**config.mk**
```make
export PLATFORM = sky130hd
export DESIGN_NAME = game_progress
export DESIGN_NICKNAME = d
export VERILOG_FILES = /design/src/rtl/game_pkg.sv /design/src/rtl/seg7_digit.sv /design/src/rtl/game_progress.sv
export SDC_FILE = /design/constraint.sdc
export NUM_CORES = 1
export LEC_CHECK = 0
export CAP_MARGIN = 40
export CORE_ASPECT_RATIO = 0.8
export CORE_MARGIN = 2
export CORE_UTILIZATION = 50
export DETAILED_ROUTE_END_ITERATION = 12
export PLACE_DENSITY = 0.71
export SETUP_SLACK_MARGIN = 0.3
export SLEW_MARGIN = 20
export SYNTH_ARGS = -nofsm -noshare
export SYNTH_HDL_FRONTEND = slang
export SYNTH_SLANG_ARGS = --single-unit
```
**constraint.sdc**
```tcl
create_clock -name clk -period 2.7 [get_ports clk]
set_input_delay 0.405 -clock clk [delete_from_list [all_inputs] [get_ports clk]]
set_output_delay 0.405 -clock clk [all_outputs]
set_load 0.01 [all_outputs]
```
**src/rtl/game_pkg.sv**
```systemverilog
// Shared types and seven-segment codes for the game-progress controller.
// Segment codes are active-low, bit 6 = A down to bit 0 = G.
package game_pkg;

  typedef enum logic [2:0] {
    ST_NEWGAME = 3'd0,
    ST_PLAY    = 3'd1,
    ST_DYING   = 3'd2,
    ST_WINNING = 3'd3,
    ST_OVER    = 3'd4,
    ST_VICTORY = 3'd5
  } state_e;

  localparam logic [6:0] SEG_BLANK = 7'b1111111;
  localparam logic [6:0] SEG_DASH  = 7'b1111110;

  localparam logic [6:0] SEG_0 = 7'b0000001;
  localparam logic [6:0] SEG_1 = 7'b1001111;
  localparam logic [6:0] SEG_2 = 7'b0010010;
  localparam logic [6:0] SEG_3 = 7'b0000110;
  localparam logic [6:0] SEG_4 = 7'b1001100;
  localparam logic [6:0] SEG_5 = 7'b0100100;
  localparam logic [6:0] SEG_6 = 7'b0100000;
  localparam logic [6:0] SEG_7 = 7'b0001111;
  localparam logic [6:0] SEG_8 = 7'b0000000;
  localparam logic [6:0] SEG_9 = 7'b0000100;

  function automatic logic [6:0] digit_code(input logic [3:0] value);
    case (value)
      4'd0:    digit_code = SEG_0;
      4'd1:    digit_code = SEG_1;
      4'd2:    digit_code = SEG_2;
      4'd3:    digit_code = SEG_3;
      4'd4:    digit_code = SEG_4;
      4'd5:    digit_code = SEG_5;
      4'd6:    digit_code = SEG_6;
      4'd7:    digit_code = SEG_7;
      4'd8:    digit_code = SEG_8;
      4'd9:    digit_code = SEG_9;
      default: digit_code = SEG_BLANK;
    endcase
  endfunction

endpackage

```
**src/rtl/seg7_digit.sv**
```systemverilog
// Combinational decimal-to-seven-segment decoder; values above 9 blank the digit.
module seg7_digit
  import game_pkg::*;
(
  input  logic [3:0] i_value,
  output logic [6:0] o_seg
);

  always_comb begin
    o_seg = digit_code(i_value);
  end

endmodule

```
**src/rtl/game_progress.sv**
```systemverilog
// Round/level/lives state machine with collision edge detection, a registered
// round reset for the frog and cars, and the lives/level seven-segment digits.
module game_progress
  import game_pkg::*;
#(
  parameter int NUM_LEVELS  = 8,
  parameter int START_LIVES = 3,
  parameter int HOLD_CYCLES = 25_000_000
) (
  input  logic       clk,
  input  logic       reset,
  input  logic       death_collision,
  input  logic       win_collision,
  input  logic       restart,
  output logic       round_reset,
  output logic [3:0] level,
  output logic [1:0] lives,
  output logic       game_over,
  output logic       game_won,
  output logic [6:0] o_Segment1,
  output logic [6:0] o_Segment2
);

  localparam int              CNT_W      = (HOLD_CYCLES > 1) ? $clog2(HOLD_CYCLES) : 1;
  localparam logic [CNT_W-1:0] CNT_LAST  = CNT_W'(HOLD_CYCLES - 1);
  localparam logic [3:0]      LEVEL_LAST = 4'(NUM_LEVELS - 1);
  localparam logic [1:0]      LIVES_INIT = 2'(START_LIVES);

  state_e           r_state, w_state_nxt;
  logic [3:0]       r_level, w_level_nxt;
  logic [1:0]       r_lives, w_lives_nxt;
  logic [CNT_W-1:0] r_cnt, w_cnt_nxt;

  logic r_death_d, r_win_d, r_restart_d;
  logic w_death_edge, w_win_edge, w_restart_edge;
  logic w_hold_done;

  logic [3:0] w_level_disp;
  logic [6:0] w_lives_code, w_level_code, w_seg1_nxt;

  assign w_death_edge   = death_collision & ~r_death_d;
  assign w_win_edge     = win_collision   & ~r_win_d;
  assign w_restart_edge = restart         & ~r_restart_d;
  assign w_hold_done    = (r_cnt == CNT_LAST);

  // NOTE: every always_comb output gets a default first so no path infers a latch.
  always_comb begin
    w_state_nxt = r_state;
    w_level_nxt = r_level;
    w_lives_nxt = r_lives;
    w_cnt_nxt   = r_cnt;
    if (w_restart_edge) begin
      w_state_nxt = ST_NEWGAME;
      w_level_nxt = 4'd0;
      w_lives_nxt = LIVES_INIT;
      w_cnt_nxt   = '0;
    end else begin
      case (r_state)
        ST_NEWGAME: begin
          w_state_nxt = ST_PLAY;
          w_level_nxt = 4'd0;
          w_lives_nxt = LIVES_INIT;
          w_cnt_nxt   = '0;
        end
        ST_PLAY: begin
          // Death wins over a simultaneous goal touch.
          if (w_death_edge) begin
            w_state_nxt = ST_DYING;
            w_lives_nxt = r_lives - 2'd1;
          end else if (w_win_edge) begin
            w_state_nxt = ST_WINNING;
          end
        end
        ST_DYING: begin
          if (w_hold_done) begin
            w_cnt_nxt   = '0;
            w_state_nxt = (r_lives == 2'd0) ? ST_OVER : ST_PLAY;
          end else begin
            w_cnt_nxt = r_cnt + 1'b1;
          end
        end
        ST_WINNING: begin
          if (w_hold_done) begin
            w_cnt_nxt = '0;
            if (r_level == LEVEL_LAST) begin
              w_state_nxt = ST_VICTORY;
            end else begin
              w_level_nxt = r_level + 4'd1;
              w_state_nxt = ST_PLAY;
            end
          end else begin
            w_cnt_nxt = r_cnt + 1'b1;
          end
        end
        ST_OVER, ST_VICTORY: w_state_nxt = r_state;
        default:             w_state_nxt = ST_NEWGAME;
      endcase
    end
  end

  assign w_level_disp = r_level + 4'd1;

  seg7_digit u_lives_digit (
    .i_value ({2'b00, r_lives}),
    .o_seg   (w_lives_code)
  );

  seg7_digit u_level_digit (
    .i_value (w_level_disp),
    .o_seg   (w_level_code)
  );

  always_comb begin
    case (r_state)
      ST_OVER:    w_seg1_nxt = SEG_DASH;
      ST_VICTORY: w_seg1_nxt = SEG_BLANK;
      default:    w_seg1_nxt = w_lives_code;
    endcase
  end

  // Outputs are registered from the current state, so they trail the state by one edge.
  // NOTE: sequential state uses non-blocking assignments so all registers update together.
  always_ff @(posedge clk) begin
    if (reset) begin
      r_state     <= ST_NEWGAME;
      r_level     <= 4'd0;
      r_lives     <= LIVES_INIT;
      r_cnt       <= '0;
      r_death_d   <= 1'b0;
      r_win_d     <= 1'b0;
      r_restart_d <= 1'b0;
      round_reset <= 1'b1;
      level       <= 4'd0;
      lives       <= LIVES_INIT;
      game_over   <= 1'b0;
      game_won    <= 1'b0;
      o_Segment1  <= digit_code({2'b00, LIVES_INIT});
      o_Segment2  <= digit_code(4'd1);
    end else begin
      r_state     <= w_state_nxt;
      r_level     <= w_level_nxt;
      r_lives     <= w_lives_nxt;
      r_cnt       <= w_cnt_nxt;
      r_death_d   <= death_collision;
      r_win_d     <= win_collision;
      r_restart_d <= restart;
      round_reset <= (r_state != ST_PLAY);
      level       <= r_level;
      lives       <= r_lives;
      game_over   <= (r_state == ST_OVER);
      game_won    <= (r_state == ST_VICTORY);
      o_Segment1  <= w_seg1_nxt;
      o_Segment2  <= w_level_code;
    end
  end

endmodule

```
# Word level (Yosys, flattened, before mapping)
# Memory sizes are Yosys's and may differ from the RTL's. A register that Yosys moved wholly into a read port is not among the register bits.
# Index checks and enable logic that the tools add are counted.
[op_classes]
n_shift = 0
n_bitwise = 7
add_sub_neg = 3
multipliers = 0
magnitude_cmp = 0
mux = 17
reduce_logical = 11
div = 0
eq_ne = 13
[ops]
columns = ["cell", "n"]
rows = [
  ["$pmux W25 S2", 1],
  ["$add A25 B1 Y25 const B", 1],
  ["$eq A25 B25 Y1 const B", 1],
  ["$mux W25", 1],
  ["$mux W3", 6],
  ["$mux W4", 4],
  ["$pmux W3 S5", 1],
  ["$pmux W7 S2", 1],
  ["$ne A2 B2 Y1 const B", 4],
  ["$pmux W4 S2", 1],
  ["$eq A3 B2 Y1 const B", 2],
  ["$eq A3 B3 Y1 const B", 2],
  ["$reduce_bool A2 Y1", 3],
  ["$reduce_or A2 Y1", 3],
  ["$add A4 B1 Y4 const B", 1],
  ["$eq A4 B3 Y1 const B", 1],
  ["$not A1 Y1", 4],
  ["$pmux W2 S2", 1],
  ["$reduce_and A4 Y1", 1],
  ["$and A1 B1 Y1", 3],
  ["$eq A3 B1 Y1 const B", 1],
  ["$logic_not A3 Y1", 1],
  ["$ne A3 B1 Y1 const B", 1],
  ["$ne A3 B3 Y1 const B", 1],
  ["5 further kinds", 5],
]
[totals]
mem_count = 2
wordCells = 66
inputBits = 5
ram_bits = 0
latchBits = 0
out_inout_bits = 23
mem_bits_ro = 224
regBits = 53
[mem_list]
columns = ["memory", "depth", "width", "read_ports", "rd_ports_with_merged_regs", "write_ports", "line", "rtl"]
rows = [
  ["(name not given)", 16, 7, 1, 1, 0, "game_pkg.sv:29", "case (value)"],
  ["(name not given)", 16, 7, 1, 1, 0, "game_pkg.sv:29", ""],
]

# Logic depth before layout (Yosys ltp)
# Gate-level depths: netlist (run 1).
[depth]
ltp_word = 6
ltp_mapped = 8
ltp_nobuf = 6

# By module
# A second synthesis (run 1) with hierarchy kept.
[unflattened]
cells_unflattened = 367
hier_area_um2 = 3027.9
[by_module_without_submodules]
columns = ["mod", "area_per_inst_um2", "cells_per_inst", "n_inst"]
rows = [
  ["game_progress", 2603.7, 302, 1],
  ["seg7_digit (u_level_digit)", 214.0, 32, 1],
  ["seg7_digit (u_lives_digit)", 210.2, 33, 1],
]

# Worst setup path after synthesis (run 1)
# Ideal clock, no wire load.
[synth_timing]
path_type = "register to register"
from = "register r_level[0]"
to = "register o_Segment2[3]"
required_ps = 2578
synth_period_minus_slack_ps = 1757
path_stages_with_launch = 7
setup_slack_ps = 943
arrival_ps = 1634
n_path_buf = 1
path_cell_list = "dfxtp_1 > ha_1 > ha_1 > clkbuf_1 > nor3_1 > a21oi_1 > a311o_1"
[synth_via]
elab_chain_len = 1
[synth_lines]
columns = ["element", "line", "rtl"]
rows = [
  ["from (decl)", "game_progress.sv:30", "logic [3:0] r_level, w_level_nxt;"],
  ["from (signal assigned)", "game_progress.sv:141", "r_level <= w_level_nxt;"],
  ["$add A4 B1 Y4", "game_progress.sv:101", "assign w_level_disp = r_level + 4'd1;"],
  ["to (decl)", "game_progress.sv:21", "output logic [6:0] o_Segment2"],
]
# No other way between the ends.
# A chain may end at the register's enable or synchronous reset.

# Worst setup path after layout (run 1)
[layout_timing]
from = "register r_cnt[0]"
to = "register r_cnt[7]"
[layout_via]
elab_chain_len = 3
elab_cells_between_ends = 4
[layout_lines]
columns = ["element", "line", "rtl"]
rows = [
  ["from (decl)", "game_progress.sv:32", "logic [CNT_W-1:0] r_cnt, w_cnt_nxt;"],
  ["from (signal assigned)", "game_progress.sv:143", "r_cnt <= w_cnt_nxt;"],
  ["$add A25 B1 Y25 / $eq A25 B25 Y1 (equally long branches)", "game_progress.sv:79, game_progress.sv:92, game_progress.sv:44", ""],
  ["$mux W25 (*)", "game_progress.sv:75, game_progress.sv:83", ""],
  ["$pmux W25 S2 (*)", "game_progress.sv:58", "case (r_state)"],
]
# Mark *: on every way between the ends. The rest lies on a longest branch, timed or not.

==> metrics.txt, run 1 <==
synthesized area per cell=about 8.6 µm²; clk slew on worst S/H paths=80 ps; Worst Path Arrival=about 2300 ps; Post-Synthesis Net Count=351; cell row count=24; Adder-Cell Fraction of Synth Area=roughly 3%; Max IR drop VDD=between 0.0004 and 0.0005 V; TritonRoute pass-1 iters=4; total die area=about 6500 µm²; Hold Vio Cnt, Final=0; chip height=roughly 72 µm; TNS Setup=0 ps; worst hold path type=register to register; Reg area=around 1300 µm²; first-pass GRT wire length=about 11 mm; vias in the first global route=between 2000 and 2500; leakage=roughly 1.2 nW; initial DRC count=approximately 150; CTS tree=done; total track usage=a little over a fifth; final setup violation count=0; Multi-input gate area=between 1500 and 2000 µm²; origin of the critical flop-to-flop path=r_cnt[0]; actual slew at the worst max-slew pin=a little under 600 ps; WL final=6.313 mm; placed insts=approximately 430; critical path launch point type=register; # IOs=28; H-tree levels=3; most frequent cells in the layout=dfxtp_1, nand2_1, clkdlybuf4s50_1; largest family of logic cells by synthesized area=simple AND/OR/NAND/NOR gates; gpl congestion=~0.86; post-DR vias/cell=between 5 and 6; commonest non-fill, non-tap cell in the layout=dfxtp_1; drc violations=0; post-synth cell types=50; setup bufs post-CTS=0; Max Clock Freq=488.8 MHz; r2r setup slk=650 ps; Inserted Diodes=0; largest net degree at the start of global routing=39; post-synthesis mux area share=under 10%; Post-CTS Hold Fix Bufs=0; Ys Warns=0; vias post-DR=2557; cts repair resizes=0; Final period util=75.78%; I/O Buffers=27; clk_skew=6.352 ps; clock buffer depth=2; final cell count without fillers=about 450; RSZ-0062 raised after global routing=false; CTS Buf Count=9; most common flop cell mapped by yosys=dfxtp_1; fin. max-slew vios=0; EDFF count, synth=0; HPWL after detailed placement=~4.2 mm; starting density of the core=a little over half; Root Driver=clkbuf_8; register area share after synthesis=43.76%; #FFs+latches synth=64; cells after synthesis=roughly 340; initial antenna violation count=0; r2r worst-path depth=7; remaining global-route overflow=0; drt wl/cell=about 14 µm; Mapped Area=slightly below 3000 µm²; status=complete, no violations; reg2reg end=r_cnt[7]; Worst Setup End Kind=register; Crit path required time=2940 ps; critical path class=register to register; clock sinks=64; MaxCap Viol Count=0; Routed Antenna Nets=0; post-synthesis compound-gate area fraction=14.83%; fill count=roughly 480; Pwr Density=between 500 and 600 nW/µm²; Area Growth Syn to Fin=19.36%; Final #Nets=374; minimum clock period=2046 ps; clk_lat worst skew=between 300 and 400 ps; Simple-Gate Fraction of Synth Area=a little under 30%; layout cells sized above 1=roughly 9%; Core Area=~5600 µm²; Max FO, Critical Path=38; die width=approximately 90 µm; Critical path origin=r_cnt[0]; Synth async-reset ratio=0%; worst setup path end=r_cnt[7]; Worst slew margin=between 60% and 70%; Synth Area in XOR/XNOR=1.496%
==> logic make-up (layout without fill, tap and decap cells) <==
family          count (synthesis)  count (layout)
mux                             8               8
fa+ha+maj                       7               7
flops                          64              64
buf+inv                        31              59
simple gates                  156             156
compound gates                 68              68
xor+xnor                        5               5
==> flip-flops by register name, summed over array words and instances, names as in the netlist <==
signal and cells:
round_reset 1, r_win_d 1, game_over 1, game_won 1, level 4, u_lives_digit.o_seg 5
r_restart_d 1, lives 2, r_cnt 25, r_level 4, o_Segment1 6, r_death_d 1
r_state 3, o_Segment2 7, r_lives 2
==> cells in the mapped netlist (all sizes together), types with 7 or more instances <==
library cell | n | area share (%)
a21oi | 12 | 2.1
dfxtp | 64 | 44
nor4 | 7 | 1.7
inv | 9 | 1.2
nand2b | 7 | 1.5
nor3 | 11 | 2.1
nand2 | 35 | 4.5
buf | 9 | 2.0
nand3 | 16 | 2.9
o21ai | 8 | 1.4
ha | 7 | 3.0
nor2b | 7 | 1.5
a31oi | 26 | 5.6
mux2i | 8 | 2.7
clkbuf | 13 | 1.7
nand3b | 11 | 2.8
nor2 | 22 | 2.8
nand4 | 13 | 2.8
==> where the power goes <==
part	switching, mW	internal [mW]
combinational	0.0701	0.0405
sequential	0.0103	0.953
clock	0.389	0.614
==> how the worst min path moves through the flow <==
stage | start | end | slack [ps] | cells after the start
finish | u_lives_digit.o_seg[2] | o_Segment1[2] | 420 | 1
global route | u_lives_digit.o_seg[1] | o_Segment1[1] | 440 | 1
CTS | u_lives_digit.o_seg[2] | o_Segment1[2] | 420 | 1
detailed placement | u_lives_digit.o_seg[2] | o_Segment1[2] | 400 | 1
global placement | u_lives_digit.o_seg[1] | o_Segment1[1] | 400 | 1
floorplan | u_lives_digit.o_seg[1] | o_Segment1[1] | 390 | 1
==> stage by stage <==
step           hold WS (ps)  total power [mW]  area (µm²)  util [%]  worst slack, ps
6_report              419.3             2.077        3495     62.91            654.1
5_1_grt               436.8             2.143        3495     62.91            477.3
4_1_cts               421.4             2.095        3495     62.91            655.0
3_5_place_dp          403.6             1.094        3251     58.51            663.0
3_3_place_gp          396.7             1.093        3251     58.51            751.2
2_1_floorplan         389.9             1.061        2928         -            943.4
==> critical path, stage by stage, from the launching register on <==
cell and delay [ps]:
dfxtp_1 350, ha_1 250, nand3_2 160, nor3_2 90
a31oi_2 200, buf_4 390, nand2_1 180, o311ai_0 330
==> layer usage <==
metal  GRT usage (%)  wire [µm]  up-vias
met4           6.136         49        0
met2           29.90       2692       57
li1                -          -     1289
met1           30.94       3227     1204
met3           6.826        343        7
met5               0          0        -
==> layout make-up <==
type                       instances  area share, %
timing repair buffer              34          9.237
sequential                        64          36.66
clock inverter                     7          3.437
clock buffer                       9          3.545
multi-input combinational        244          43.36
inverter                           9         0.9667
tap                               78          2.793
(Power assumes the default switching activity.)
==> inputs of run 2 (changes only) <==
clock period = 2 ns   (was 2.7 ns; I/O delays follow)
==> metrics.txt, run 2 (synthesis results as in run 1) <==
clk_skew=8.319 ps (was 6.352 ps); Crit path largest cell delay=590 ps (was 390 ps); TritonRoute pass-1 iters=5 (was 4); vias in the first global route=2438 (was 2252); initial antenna violation count=0 (unchanged); leakage=1.460 nW (was 1.199 nW); clock sinks=64 (unchanged); # IOs=28 (unchanged); WL final=8.789 mm (was 6.313 mm); Top delay family on crit path=simple AND/OR/NAND/NOR gates (was compound AO/OA/AOI/OAI gates); I/O Buffers=27 (unchanged); gpl congestion=0.8322 (was 0.8639); Hold Path Depth=1 (unchanged); CTS tree=done (unchanged); Biggest register=r_cnt (unchanged); slowest CP cell=or4_1 (was buf_4); r2r worst-path depth=5 (was 7); biggest regs=r_cnt x25, o_Segment2 x7, o_Segment1 x6 (unchanged); largest net degree at the start of global routing=26 (was 39); dpl ws=116.4 ps (was 663.0 ps); Inserted Diodes=0 (unchanged); drc violations=0 (unchanged); Routed Antenna Nets=0 (unchanged); Post-CTS Hold Fix Bufs=0 (unchanged); TNS Setup=0 ps (unchanged); Largest register FFs=25 (unchanged); clock buffer depth=2 (unchanged); Max Clock Freq=500.1 MHz (was 488.8 MHz); HPWL after detailed placement=4.643 mm (was 4.249 mm); crit-path cells=nor4bb_4 -> and4b_2 -> a31oi_4 -> or4_1 -> a21oi_1 (was ha_1 -> nand3_2 -> nor3_2 -> a31oi_2 -> buf_4 -> nand2_1 -> o311ai_0); Hold Vio Cnt, Final=0 (unchanged); clk slew on worst S/H paths=70 ps (was 80 ps); Final #Nets=410 (was 374); total die area=6488 µm² (unchanged); fin. max-slew vios=0 (unchanged); most frequent cells in the layout=dfxtp_1, nand2_1, buf_4 (was dfxtp_1, nand2_1, clkdlybuf4s50_1); H-tree levels=3 (unchanged); chip height=72.45 µm (unchanged); Hold Path Sink=o_Segment1[2] (unchanged); Pwr Density=669.9 nW/µm² (was 594.3 nW/µm²); cell row count=24 (unchanged); critical path launch point type=register (unchanged); Crit path required time=2290 ps (was 2940 ps); total track usage=24.47% (was 21.21%); Max IR drop VDD=0.0004987 V (was 0.0004146 V); final setup violation count=0 (unchanged); remaining global-route overflow=0 (unchanged); starting density of the core=52.70% (unchanged); Crit path buffers/inverters=0 (was 1); drt wl/cell=18.27 µm (was 14.19 µm); Core Area=5555 µm² (unchanged); Final Total Pwr=2.790 mW (was 2.077 mW); Final period util=99.98% (was 75.78%); reg2reg end=r_state[0] (was r_cnt[7]); die width=89.56 µm (unchanged); status=complete, no violations (unchanged); WHS=411.3 ps (was 419.3 ps); post-DR vias/cell=6.249 (was 5.746); r2r setup slk=0.5 ps (was 650 ps); fill count=363 (was 476); RSZ-0062 raised after global routing=true (was false); CTS Buf Count=9 (unchanged); Worst Setup End Kind=register (unchanged); critical path class=register to register (unchanged); worst hold path type=register to register (unchanged); Final Util=74.98% (was 62.91%); initial DRC count=498 (was 152); clk_lat worst skew=360 ps (was 340 ps); actual slew at the worst max-slew pin=468.0 ps (was 589.2 ps); worst setup margin=0.4881 ps (was 654.1 ps); MaxCap Viol Count=0 (unchanged); first-pass GRT wire length=12.03 mm (was 10.65 mm); Hold Startpoint=u_lives_digit.o_seg[2] (unchanged); origin of the critical flop-to-flop path=r_cnt[7] (was r_cnt[0]); layout cells sized above 1=28.78% (was 8.992%); vias post-DR=3006 (was 2557); Worst Path Arrival=2280 ps (about the same); commonest non-fill, non-tap cell in the layout=dfxtp_1 (unchanged); Max FO, Critical Path=4 (was 38); Worst slew margin=68.76% (was 60.42%); Root Driver=clkbuf_8 (unchanged); minimum clock period=2000 ps (was 2046 ps); Area Growth Syn to Fin=42.26% (was 19.36%)
==> run 2: cell count changes in the layout (fill, tap and decap cells not counted), sizes merged <==
cell,change
clkbuf,+3
bufinv,-1
buf,+34
==> run 2: worst max-delay path by stage <==
stage | slack, ps | cells after the start | startpoint | to
CTS | 250 | 6 | r_cnt[23] | r_cnt[12]
detailed placement | 120 | 6 | r_cnt[0] | r_state[0]
finish | 0.5 | 5 | r_cnt[7] | r_state[0]
global route | 20 | 5 | r_cnt[7] | r_state[0]
global placement | 150 | 6 | death_collision | u_lives_digit.o_seg[3]
floorplan | 270 | 6 | r_level[0] | o_Segment2[3]
==> run 2: final cells by class <==
cell class              instances  area [µm²]  share of cell area (%)
clock buffers                  10       137.6                   3.304
clock inverters                 6       82.58                   1.983
inverters                       9       33.78                  0.8111
multi-input cells             244        1800                   43.23
flip-flops and latches         64        1320                   31.69
well taps                      78       97.59                   2.343
repair buffers                 70       693.2                   16.64
==> run 2: through the flow <==
stage	instances	instance area, µm²
floorplan	339	2932
CTS	466	3784
global route	481	4165
detailed placement	445	3386
finish	481	4165
global placement	445	3386
==> run 2: timing repair <==
| action | 4_1_cts | 5_1_grt |
|---|---|---|
| pin swaps | 5 | 15 |
| resized for setup | 28 | 43 |
| setup buffers | 4 | 12 |
| cloned | 1 | 3 |
| setup endpoints to repair | 33 | 33 |
==> run 2: routing by layer <==
layer | share of wire [%] | up-vias | GRT usage (%)
met5 | 0 | - | 0
met4 | 2.8 | 0 | 7.463
met3 | 9.4 | 40 | 8.646
met2 | 46 | 187 | 34.07
met1 | 42 | 1418 | 35.36
li1 | - | 1361 | -
==> run 2: report_power, final <==
part           leakage, nW  internal [mW]  switching (mW)
clock                0.112          0.728           0.525
combinational        0.819          0.108           0.138
sequential           0.529           1.28          0.0123
==> run 2: worst register-to-register path: stages, from the launching register on <==
cell and delay, ps:
dfxtp_4 370, nor4bb_4 320, and4b_2 320, a31oi_4 140, or4_1 590, a21oi_1 180
